<file path="src/rtl/muldiv_unit_if.sv">
// Handshake bundle between the EX-stage ALU and the multi-cycle multiply/divide engine.
// The ALU drives the master modport; the engine implements the slave modport.
interface muldiv_unit_if #(
    parameter int unsigned WIDTH = 32
);
    logic               start_i;
    logic [1:0]         op_i;
    logic [WIDTH-1:0]   a_i;
    logic [WIDTH-1:0]   b_i;
    logic               annul_i;
    logic               busy_o;
    logic               ready_o;
    logic [2*WIDTH-1:0] result_o;
    logic               div_zero_o;

    modport master (
        output start_i, op_i, a_i, b_i, annul_i,
        input  busy_o, ready_o, result_o, div_zero_o
    );

    modport slave (
        input  start_i, op_i, a_i, b_i, annul_i,
        output busy_o, ready_o, result_o, div_zero_o
    );
endinterface

</file>
<file path="src/rtl/muldiv_unit.sv">
// Multi-cycle MULT/MULTU/DIV/DIVU engine. Operates on magnitudes and applies the sign
// fix-up in DONE. Division is restoring shift-subtract, one quotient bit per cycle.
module muldiv_unit #(
    parameter int unsigned WIDTH   = 32,
    parameter int unsigned MUL_LAT = 2
) (
    input logic          clk,
    input logic          rst,
    muldiv_unit_if.slave bus
);
    localparam int unsigned CntW = $clog2(WIDTH + 1);

    typedef enum logic [1:0] {StIdle, StMul, StDiv, StDone} state_e;

    state_e               state_q, state_d;
    logic [CntW-1:0]      cnt_q, cnt_d;
    logic [1:0]           op_q, op_d;
    logic                 sign_a_q, sign_a_d;
    logic                 sign_b_q, sign_b_d;
    logic [WIDTH-1:0]     mag_a_q, mag_a_d;
    logic [WIDTH-1:0]     mag_b_q, mag_b_d;
    logic [2*WIDTH-1:0]   acc_q, acc_d;
    logic                 dz_q, dz_d;
    logic [2*WIDTH-1:0]   result_q, result_d;
    logic                 ready_q, ready_d;
    logic                 div_zero_q, div_zero_d;

    logic                 in_sign_a, in_sign_b;
    logic [WIDTH-1:0]     in_mag_a, in_mag_b;
    logic [WIDTH:0]       shifted, diff;
    logic                 op_signed, neg_res, neg_rem;
    logic [WIDTH-1:0]     quo_fix, rem_fix;
    logic [2*WIDTH-1:0]   prod, prod_fix;

    // Only MULT/DIV (op_i[0] == 0) treat operands as signed.
    assign in_sign_a = ~bus.op_i[0] & bus.a_i[WIDTH-1];
    assign in_sign_b = ~bus.op_i[0] & bus.b_i[WIDTH-1];
    assign in_mag_a  = in_sign_a ? -bus.a_i : bus.a_i;
    assign in_mag_b  = in_sign_b ? -bus.b_i : bus.b_i;

    // acc_q holds {remainder, quotient-in-progress}; dividend bits shift out of the low half.
    assign shifted = acc_q[2*WIDTH-1:WIDTH-1];
    assign diff    = shifted - {1'b0, mag_b_q};
    assign prod    = {{WIDTH{1'b0}}, mag_a_q} * {{WIDTH{1'b0}}, mag_b_q};

    assign op_signed = ~op_q[0];
    assign neg_res   = op_signed & (sign_a_q ^ sign_b_q);
    assign neg_rem   = op_signed & sign_a_q;
    assign quo_fix   = neg_res ? -acc_q[WIDTH-1:0] : acc_q[WIDTH-1:0];
    assign rem_fix   = neg_rem ? -acc_q[2*WIDTH-1:WIDTH] : acc_q[2*WIDTH-1:WIDTH];
    assign prod_fix  = neg_res ? -acc_q : acc_q;

    always_comb begin
        state_d    = state_q;
        cnt_d      = cnt_q;
        op_d       = op_q;
        sign_a_d   = sign_a_q;
        sign_b_d   = sign_b_q;
        mag_a_d    = mag_a_q;
        mag_b_d    = mag_b_q;
        acc_d      = acc_q;
        dz_d       = dz_q;
        result_d   = result_q;
        ready_d    = 1'b0;
        div_zero_d = div_zero_q;

        unique case (state_q)
            StIdle: begin
                if (bus.start_i && !bus.annul_i) begin
                    op_d       = bus.op_i;
                    sign_a_d   = in_sign_a;
                    sign_b_d   = in_sign_b;
                    mag_a_d    = in_mag_a;
                    mag_b_d    = in_mag_b;
                    cnt_d      = '0;
                    dz_d       = 1'b0;
                    div_zero_d = 1'b0;
                    acc_d      = {{WIDTH{1'b0}}, in_mag_a};
                    if (!bus.op_i[1]) begin
                        state_d = StMul;
                    end else if (bus.b_i == '0) begin
                        dz_d    = 1'b1;
                        state_d = StDone;
                    end else begin
                        state_d = StDiv;
                    end
                end
            end
            StMul: begin
                if (bus.annul_i) begin
                    state_d = StIdle;
                end else begin
                    acc_d = prod;
                    if (cnt_q == CntW'(MUL_LAT - 1)) begin
                        state_d = StDone;
                    end else begin
                        cnt_d = cnt_q + CntW'(1);
                    end
                end
            end
            StDiv: begin
                if (bus.annul_i) begin
                    state_d = StIdle;
                end else begin
                    if (!diff[WIDTH]) begin
                        acc_d = {diff[WIDTH-1:0], acc_q[WIDTH-2:0], 1'b1};
                    end else begin
                        acc_d = {shifted[WIDTH-1:0], acc_q[WIDTH-2:0], 1'b0};
                    end
                    if (cnt_q == CntW'(WIDTH - 1)) begin
                        state_d = StDone;
                    end else begin
                        cnt_d = cnt_q + CntW'(1);
                    end
                end
            end
            StDone: begin
                ready_d    = 1'b1;
                div_zero_d = dz_q;
                if (dz_q) begin
                    result_d = '0;
                end else if (op_q[1]) begin
                    result_d = {rem_fix, quo_fix};
                end else begin
                    result_d = prod_fix;
                end
                state_d = StIdle;
            end
        endcase
    end

    always_ff @(posedge clk) begin
        if (!rst) begin
            state_q    <= StIdle;
            cnt_q      <= '0;
            op_q       <= '0;
            sign_a_q   <= 1'b0;
            sign_b_q   <= 1'b0;
            mag_a_q    <= '0;
            mag_b_q    <= '0;
            acc_q      <= '0;
            dz_q       <= 1'b0;
            result_q   <= '0;
            ready_q    <= 1'b0;
            div_zero_q <= 1'b0;
        end else begin
            state_q    <= state_d;
            cnt_q      <= cnt_d;
            op_q       <= op_d;
            sign_a_q   <= sign_a_d;
            sign_b_q   <= sign_b_d;
            mag_a_q    <= mag_a_d;
            mag_b_q    <= mag_b_d;
            acc_q      <= acc_d;
            dz_q       <= dz_d;
            result_q   <= result_d;
            ready_q    <= ready_d;
            div_zero_q <= div_zero_d;
        end
    end

    assign bus.busy_o     = (state_q != StIdle);
    assign bus.ready_o    = ready_q;
    assign bus.result_o   = result_q;
    assign bus.div_zero_o = div_zero_q;
endmodule

</file>
<file path="src/flat_wrapper.sv">
// flat-port wrapper written by rule: the top's interface ports become plain ports
module muldiv_unit_flat 
#(
    parameter int unsigned WIDTH   = 32,
    parameter int unsigned MUL_LAT = 2
)
  (clk, rst, bus_start_i, bus_op_i, bus_a_i, bus_b_i, bus_annul_i, bus_busy_o, bus_ready_o, bus_result_o, bus_div_zero_o);
  muldiv_unit_if #(.WIDTH(WIDTH)) bus_i ();
  input logic clk;
  input logic rst;
  input wire logic [$bits(bus_i.start_i)-1:0] bus_start_i;
  input wire logic [$bits(bus_i.op_i)-1:0] bus_op_i;
  input wire logic [$bits(bus_i.a_i)-1:0] bus_a_i;
  input wire logic [$bits(bus_i.b_i)-1:0] bus_b_i;
  input wire logic [$bits(bus_i.annul_i)-1:0] bus_annul_i;
  output wire logic [$bits(bus_i.busy_o)-1:0] bus_busy_o;
  output wire logic [$bits(bus_i.ready_o)-1:0] bus_ready_o;
  output wire logic [$bits(bus_i.result_o)-1:0] bus_result_o;
  output wire logic [$bits(bus_i.div_zero_o)-1:0] bus_div_zero_o;
  assign bus_i.start_i = bus_start_i;
  assign bus_i.op_i = bus_op_i;
  assign bus_i.a_i = bus_a_i;
  assign bus_i.b_i = bus_b_i;
  assign bus_i.annul_i = bus_annul_i;
  assign bus_busy_o = bus_i.busy_o;
  assign bus_ready_o = bus_i.ready_o;
  assign bus_result_o = bus_i.result_o;
  assign bus_div_zero_o = bus_i.div_zero_o;
  muldiv_unit #(.WIDTH(WIDTH), .MUL_LAT(MUL_LAT)) u_core (.clk(clk), .rst(rst), .bus(bus_i));
endmodule
</file>
<file path="config.mk">
export PLATFORM = sky130hd
export DESIGN_NAME = muldiv_unit_flat
export DESIGN_NICKNAME = d
export VERILOG_FILES = /design/src/rtl/muldiv_unit_if.sv /design/src/rtl/muldiv_unit.sv /design/src/flat_wrapper.sv
export SDC_FILE = /design/constraint.sdc
export NUM_CORES = 2
export LEC_CHECK = 0
export ABC_AREA = 1
export ABC_CLOCK_PERIOD_IN_PS = 19800
export BUFFER_PORTS_ARGS = -buffer_cell sky130_fd_sc_hd__buf_2
export CORE_UTILIZATION = 45
export CTS_BUF_LIST = sky130_fd_sc_hd__clkbuf_16
export DETAILED_ROUTE_END_ITERATION = 10
export GPL_TIMING_DRIVEN = 0
export PLACE_DENSITY = 0.66
export SLEW_MARGIN = 40
export SYNTH_ARGS = -nofsm -noshare
export SYNTH_HDL_FRONTEND = slang
export SYNTH_SLANG_ARGS = --single-unit
</file>
<file path="constraint.sdc">
create_clock -name clk -period 19.8 [get_ports clk]
set_input_delay 0.99 -clock clk [delete_from_list [all_inputs] [get_ports clk]]
set_output_delay 0.99 -clock clk [all_outputs]
set_load 0.01 [all_outputs]
</file>
Yosys cells after proc, flatten, opt, wreduce, memory -nomap -nowiden:

Index checks and enable logic that the tools add are counted.

* output and inout port bits: 67
* input bits: 70
* flip-flop bits (word level): 207
* memory bits (writable): 0
* memories: 0
* memory bits (read-only): 0
* bits in latches: 0

* $add $sub $neg: 7
* bitwise logic cells: 7
* equality and inequality tests: 12
* shifts and indexed selects: 0
* multiply operators: 1
* reductions and logical operators: 12
* mux-type cells: 31
* divide/modulo/power cells: 0
* $lt $le $gt $ge: 0

Operator list (number)
* 2-to-1 mux 64 bit: 7
* one-hot mux 64 bit (3 select lines): 1
* 2-to-1 mux 32 bit: 4
* negator 32 bit: 4
* multiplier 32 x 32 -> 64 bit: 1
* negator 64 bit: 1
* subtractor 33 x 32 -> 33 bit: 1
* logical NOT 32 bit: 1
* 2-to-1 mux 6 bit: 5
* one-hot mux 6 bit (3 select lines): 1
* 2-to-1 mux 2 bit: 6
* inequality test 2 bit (second input constant): 4
* one-hot mux 2 bit (4 select lines): 1
* adder 6 x 1 -> 6 bit (second input constant): 1
* equality test 6 x 1 -> 1 bit (second input constant): 1
* equality test 6 x 5 -> 1 bit (second input constant): 1
* inequality test 3 x 2 -> 1 bit (second input constant): 2
* AND reduction 6 bit: 1
* 2-to-1 mux 1 bit: 5
* bitwise AND 1 bit: 4
* equality test 2 bit (second input constant): 2
* AND reduction 2 bit: 2
* AND reduction 4 bit: 1
* nonzero test 2 bit: 2
* other kinds (10): 11

Longest topological paths before layout:

* word-level depth: 5
* mapped depth: 34

Worst setup path after synthesis:

Ideal clock, no wire load.

* kind: flip-flop to flip-flop
* start: register u_core.mag_b_q[5]
* end: register u_core.acc_q[60]
* data arrival time: 6.402 ns
* setup slack: 13.266 ns
* buffers on the path: 2
* cell stages (with the launch flop): 31
* required time: 19.668 ns
* cells stage by stage: dfxtp_1 -> clkbuf_1 -> clkbuf_1 -> nand2_1 -> fa_1 -> inv_1 -> fa_1 -> fa_1 -> inv_1 -> fa_1 -> inv_1 -> fa_1 -> fa_1 -> fa_1 -> inv_1 -> fa_1 -> inv_1 -> ha_1 -> nand2_1 -> nor2_1 -> inv_1 -> nor3_1 -> nand2_1 -> nor3_1 -> nand2_1 -> nand2_1 -> nand2_1 -> nand3_1 -> nand2_1 -> nand2_1 -> a21oi_1

* word-level cells in the longest chain between the ends: 4
* elaborated cells on any way between the ends: 6

Ends and longest elaborated chain
* from (decl): line muldiv_unit.sv:21 `logic [WIDTH-1:0] mag_b_q, mag_b_d;`
* from (signal assigned): line muldiv_unit.sv:153 `mag_b_q <= mag_b_d;`
* parallel branches: the longest is 3 deep, another holds multiplier 32 x 32 -> 64 bit
* one-hot mux 64 bit (3 select lines) (*): line muldiv_unit.sv:67 `unique case (state_q)`
* to (signal assigned): line muldiv_unit.sv:141 `acc_q <= '0;`
* to (signal assigned): line muldiv_unit.sv:154 `acc_q <= acc_d;`
* to (decl): line muldiv_unit.sv:22 `logic [2*WIDTH-1:0] acc_q, acc_d;`

Every way passes the cells marked *. The select of a mux whose other input is x is not followed.
A chain may end at the register's enable or synchronous reset.

Worst setup path after layout:

* start: register u_core.mag_b_q[18]
* end: register u_core.acc_q[38]

Same word-level chain as after synthesis.

==> results <==
- In this run, post-CTS hold repair placed 0 buffers.
- Excluding fillers, the count of instances in the completed layout stands at 9333.
- No sink is reached through more buffers than the 3 on the longest clock path.
- The combined buffer and inverter count along the critical path is 7.
- The synthesis warning total is 0.
- At the worst endpoint, the required time is 20.32 ns.
- Clock-pin slew was measured on the worst setup and hold paths at 0.08 ns.
- The placed wire-length estimate is 192 mm.
- Across all hold checks on the routed design, the worst slack comes to 0.464 ns.
- The count of final max-slew check failures was 0.
- The total global routing track utilization is 38.8%.
- Synthesis produced a netlist with a net count of 8907.
- Cells with a size suffix above 1 make up 4.97% of the layout.
- The average instance in the mapped netlist occupies 6.77 sq um.
- The synthesized flop and latch total is 207.
- For the finished layout, the period the worst path requires is 8.77 ns.
- In this run the number of H-tree levels came out at 1.
- In this run, distinct cell masters in the synthesized netlist total 53.
- In the final timing run, aggregate negative setup slack is 0 ns.
- The largest stage delay on the critical path is 0.77 ns.
- Entering global routing, the biggest net connects 15 pins.
- The synthesized netlist cell count is 7634.
- After detailed routing, the average wire length per cell comes to 24.1 um.
- The slew at the pin with the worst max-slew slack is 0.995 ns.
- The later pin in the worst-skew pair is clocked with a latency of 0.63 ns.
- At the end of routability-driven placement, the weighted congestion stood at 1.05.
- The number of cells on the worst hold path is 2.
- Measured in cells, the most critical reg-to-reg path has a length of 27.
- Among all flip-flop cells after synthesis, the most frequent one is sky130_fd_sc_hd__dfxtp_1.
- In this run the critical register-to-register path is captured at u_core.acc_q[38].
- Relative to the synthesized area, the layout overhead comes to 7.04%.
- The storage element area is 4140 sq um.
- The total count of hold-check failures in the final report is 0.
- In the synthesized netlist the async set-or-reset flop fraction comes to 0%.
- The areal power density over the cells is 89.2 nW/um^2.
- STA classifies the critical path startpoint as a flip-flop.
- The upper clock frequency limit is 114 MHz.
- Counting the fill cells in the layout gives 11900.
- The worst setup path is captured at a flip-flop.
- The floorplan has 123 rows.
- The initial antenna violation count is 13.
- For the final database, setup skew stands at 0.0457 ns.
- The horizontal extent of the die is 341 um.
- The final-stage net count is 9076.
- The total CTS buffers is 25.
- The highest fanout seen on the critical path is 10.
- The run finished with clean final reports.
- The number of ports placed on the die boundary is 137.
- Setup repair after global routing left no endpoint under its margin.
- The number of post-CTS setup repair buffers is 0.
- The area of the core is 113000 sq um.
- The startpoint identified for the worst register-to-register timing path is u_core.mag_b_q[18].
- The fraction of the core area covered by cells at the end of the flow is 48.9%.
- Across all register-to-register paths, the minimum setup slack is 11.03 ns.
- At the worst endpoint, the arrival time is 9.29 ns.
- For this run, design rule violations remaining after detail routing come to 0.
- The tool flagged a number of max-cap violations equal to 0.
- The number of iterations in the first detailed-routing pass is 6.
- The share of synthesized area occupied by flip-flops and latches is 8.02%.
- The cell class contributing the biggest share of worst-path delay is adder cells.
- In this run the vertical extent of the chip is 341 um.
- The worst hold path terminates at u_core.bus.result_o[40].
- The slowest stage of the critical path is the sky130_fd_sc_hd__clkbuf_1 cell.
- Once placement completed, the tool counted placed cells totaling 9276.
- The wire length of the first global-routing pass is 328 mm.
- The startpoint of the worst hold path is u_core.bus.result_o[40].
- The multi-input logic area is 38400 sq um.
- Among the stages of the critical path, the cell type that occurs most often is sky130_fd_sc_hd__fa_1.
- The CTS tree is yes.
- The leakage power is 33.2 nW.
- The total global routing overflow is 0.
- The clock net in this run drives a total of 207 sinks.
- The worst hold path belongs to the class flip-flop to flip-flop.
- The number of global-route vias before repair was 49400.
- The type of the worst setup path is flip-flop to flip-flop.
- The number of enable flip-flop cells after synthesis is 0.
- The floorplan step defined a die boundary enclosing 116000 sq um.
- The final layout contains routed wiring with a total length of 225 mm.
- In the layout the commonest cells are sky130_fd_sc_hd__nand2_1, sky130_fd_sc_hd__inv_1, sky130_fd_sc_hd__fa_1.
- Headroom to the max-slew limit came out at 33.7%.
- The overall power of the completed layout is 4.94 mW.
- In this run, the number of DRC markers left after iteration 0 of detailed routing was 5846.
- The per-cell via count in the routed design is 5.40.
- The effective utilization at floorplan is 45.6%.
- Setup violations remaining at the end of the flow were counted as 0.
- The combined area of all synthesized cells is 51700 sq um.
- The most common cell after layout, fill and taps aside is sky130_fd_sc_hd__nand2_1.
- Buffers placed on the I/O ports in this run total 135.
- Of the available clock period, the critical path in the final layout requires 44.3%.
- Detailed routing inserted a total of 50400 vias.
- The post-cts repair resize count is 0.
- In this run the clock root is driven by a sky130_fd_sc_hd__clkbuf_16.
- In this run the remaining antenna-violating nets after routing total 0.
- VDD sags by at most 0.0619 mV.
## worst reg2reg max path, delay by kind of cell (launching register included)
| kind | cells | cell delay [ns] |
|---|---|---|
| fa+ha+maj | 9 | 4.62 |
| buf+inv | 7 | 1.89 |
| simple gates | 10 | 1.72 |
| flops | 1 | 0.31 |
| compound gates | 1 | 0.11 |
## flip-flops by register name, summed over array words and instances, names as in the netlist
register               flops
u_core.mag_b_q            32
u_core.state_q             2
u_core.sign_a_q            1
u_core.mag_a_q            32
u_core.bus.ready_o         1
u_core.bus.div_zero_o      1
u_core.cnt_q               6
u_core.acc_q              64
u_core.op_q                2
u_core.sign_b_q            1
u_core.bus.result_o       64
u_core.dz_q                1
## layer usage
layer | wire length [um] | global-route usage (%) | up-vias
met5 | 103 | 0 | -
met4 | 16700 | 23.2 | 16
met3 | 25400 | 8.41 | 666
met2 | 96300 | 59.2 | 2815
met1 | 86500 | 50.5 | 24400
li1 | - | - | 22400
## synthesized netlist by cell type, types with 2 or more instances
master	n	area share, %
sky130_fd_sc_hd__o22ai_1	3	0.036
sky130_fd_sc_hd__inv_2	13	0.094
sky130_fd_sc_hd__nor2_4	4	0.087
sky130_fd_sc_hd__a31oi_1	7	0.085
sky130_fd_sc_hd__nor3_2	7	0.14
sky130_fd_sc_hd__a21oi_2	22	0.37
sky130_fd_sc_hd__a21boi_0	7	0.10
sky130_fd_sc_hd__o21bai_1	37	0.54
sky130_fd_sc_hd__nand2_1	2318	17
sky130_fd_sc_hd__or2_2	10	0.12
sky130_fd_sc_hd__clkbuf_1	334	2.4
sky130_fd_sc_hd__ha_1	306	7.4
sky130_fd_sc_hd__clkinv_1	2	0.015
sky130_fd_sc_hd__and2_1	7	0.085
sky130_fd_sc_hd__dfxtp_1	207	8.0
sky130_fd_sc_hd__fa_1	897	35
sky130_fd_sc_hd__o211ai_1	22	0.32
sky130_fd_sc_hd__and3_1	5	0.061
sky130_fd_sc_hd__nand4_1	40	0.48
sky130_fd_sc_hd__nor2_2	7	0.085
sky130_fd_sc_hd__o221ai_1	9	0.15
sky130_fd_sc_hd__nand2_2	12	0.15
sky130_fd_sc_hd__nor4_1	10	0.12
sky130_fd_sc_hd__nor3b_1	2	0.029
sky130_fd_sc_hd__a221oi_1	2	0.034
sky130_fd_sc_hd__buf_4	4	0.058
sky130_fd_sc_hd__buf_2	14	0.14
sky130_fd_sc_hd__inv_1	2064	15
sky130_fd_sc_hd__a21o_1	6	0.087
sky130_fd_sc_hd__xor2_1	40	0.68
sky130_fd_sc_hd__nor3_1	39	0.38
sky130_fd_sc_hd__buf_1	5	0.036
sky130_fd_sc_hd__a22oi_1	10	0.15
sky130_fd_sc_hd__a21oi_1	271	2.6
sky130_fd_sc_hd__nand2_4	7	0.15
sky130_fd_sc_hd__nand3_2	4	0.077
sky130_fd_sc_hd__nand3_1	300	2.9
sky130_fd_sc_hd__o21ai_0	197	1.9
sky130_fd_sc_hd__xnor2_1	24	0.41
sky130_fd_sc_hd__o21ai_1	9	0.087
sky130_fd_sc_hd__nand3b_1	22	0.32
sky130_fd_sc_hd__a211oi_1	2	0.029
sky130_fd_sc_hd__nor2_1	316	2.3
## where the power goes
group	leakage (nW)	switching (mW)	internal [mW]
sequential	1.68	0.0626	0.480
clock	0.422	0.235	0.286
combinational	31.1	2.77	1.11
## metrics by stage
step                      setup slack, ns  instance area (sq um)
after floorplan                     13.27                  51700
after global placement              11.06                  54300
after detailed placement            11.46                  54400
after CTS                           11.35                  55300
after global routing                10.85                  55300
final                               11.03                  55300
## layout make-up
| cell class | instances | area share, % |
|---|---|---|
| flip-flops and latches | 207 | 7.49 |
| diodes | 12 | 0.0543 |
| inverters | 2079 | 14.1 |
| clock inverters | 20 | 0.423 |
| multi-input cells | 4990 | 69.4 |
| plain buffers | 358 | 2.72 |
| clock buffers | 25 | 1.13 |
| repair buffers | 142 | 1.34 |
| well taps | 1500 | 3.39 |
## worst max-delay path by stage
| stage | slack, ns | endpoint | cells past startpoint | start |
|---|---|---|---|---|
| floorplan | 13.27 | u_core.acc_q[60] | 30 | u_core.mag_b_q[5] |
| global placement | 11.06 | u_core.acc_q[60] | 27 | u_core.mag_b_q[19] |
| detailed placement | 11.46 | u_core.acc_q[60] | 27 | u_core.mag_b_q[18] |
| CTS | 11.35 | u_core.acc_q[60] | 27 | u_core.mag_b_q[18] |
| global route | 10.85 | u_core.acc_q[60] | 27 | u_core.mag_b_q[18] |
| finish | 11.03 | u_core.acc_q[38] | 27 | u_core.mag_b_q[18] |
## cells by family (layout without fill, tap and decap cells)
| logic type | count (synthesis) | in the layout | share of synthesized area (%) |
|---|---|---|---|
| compound gates | 610 | 610 | 6.63 |
| xor+xnor | 64 | 64 | 1.08 |
| fa+ha+maj | 1203 | 1203 | 42.1 |
| buf+inv | 2437 | 2624 | 17.8 |
| flops | 207 | 207 | 8.02 |
| other cells | 0 | 12 | 0 |
| simple gates | 3113 | 3113 | 24.4 |
Power figures use the tool's default switching activity.
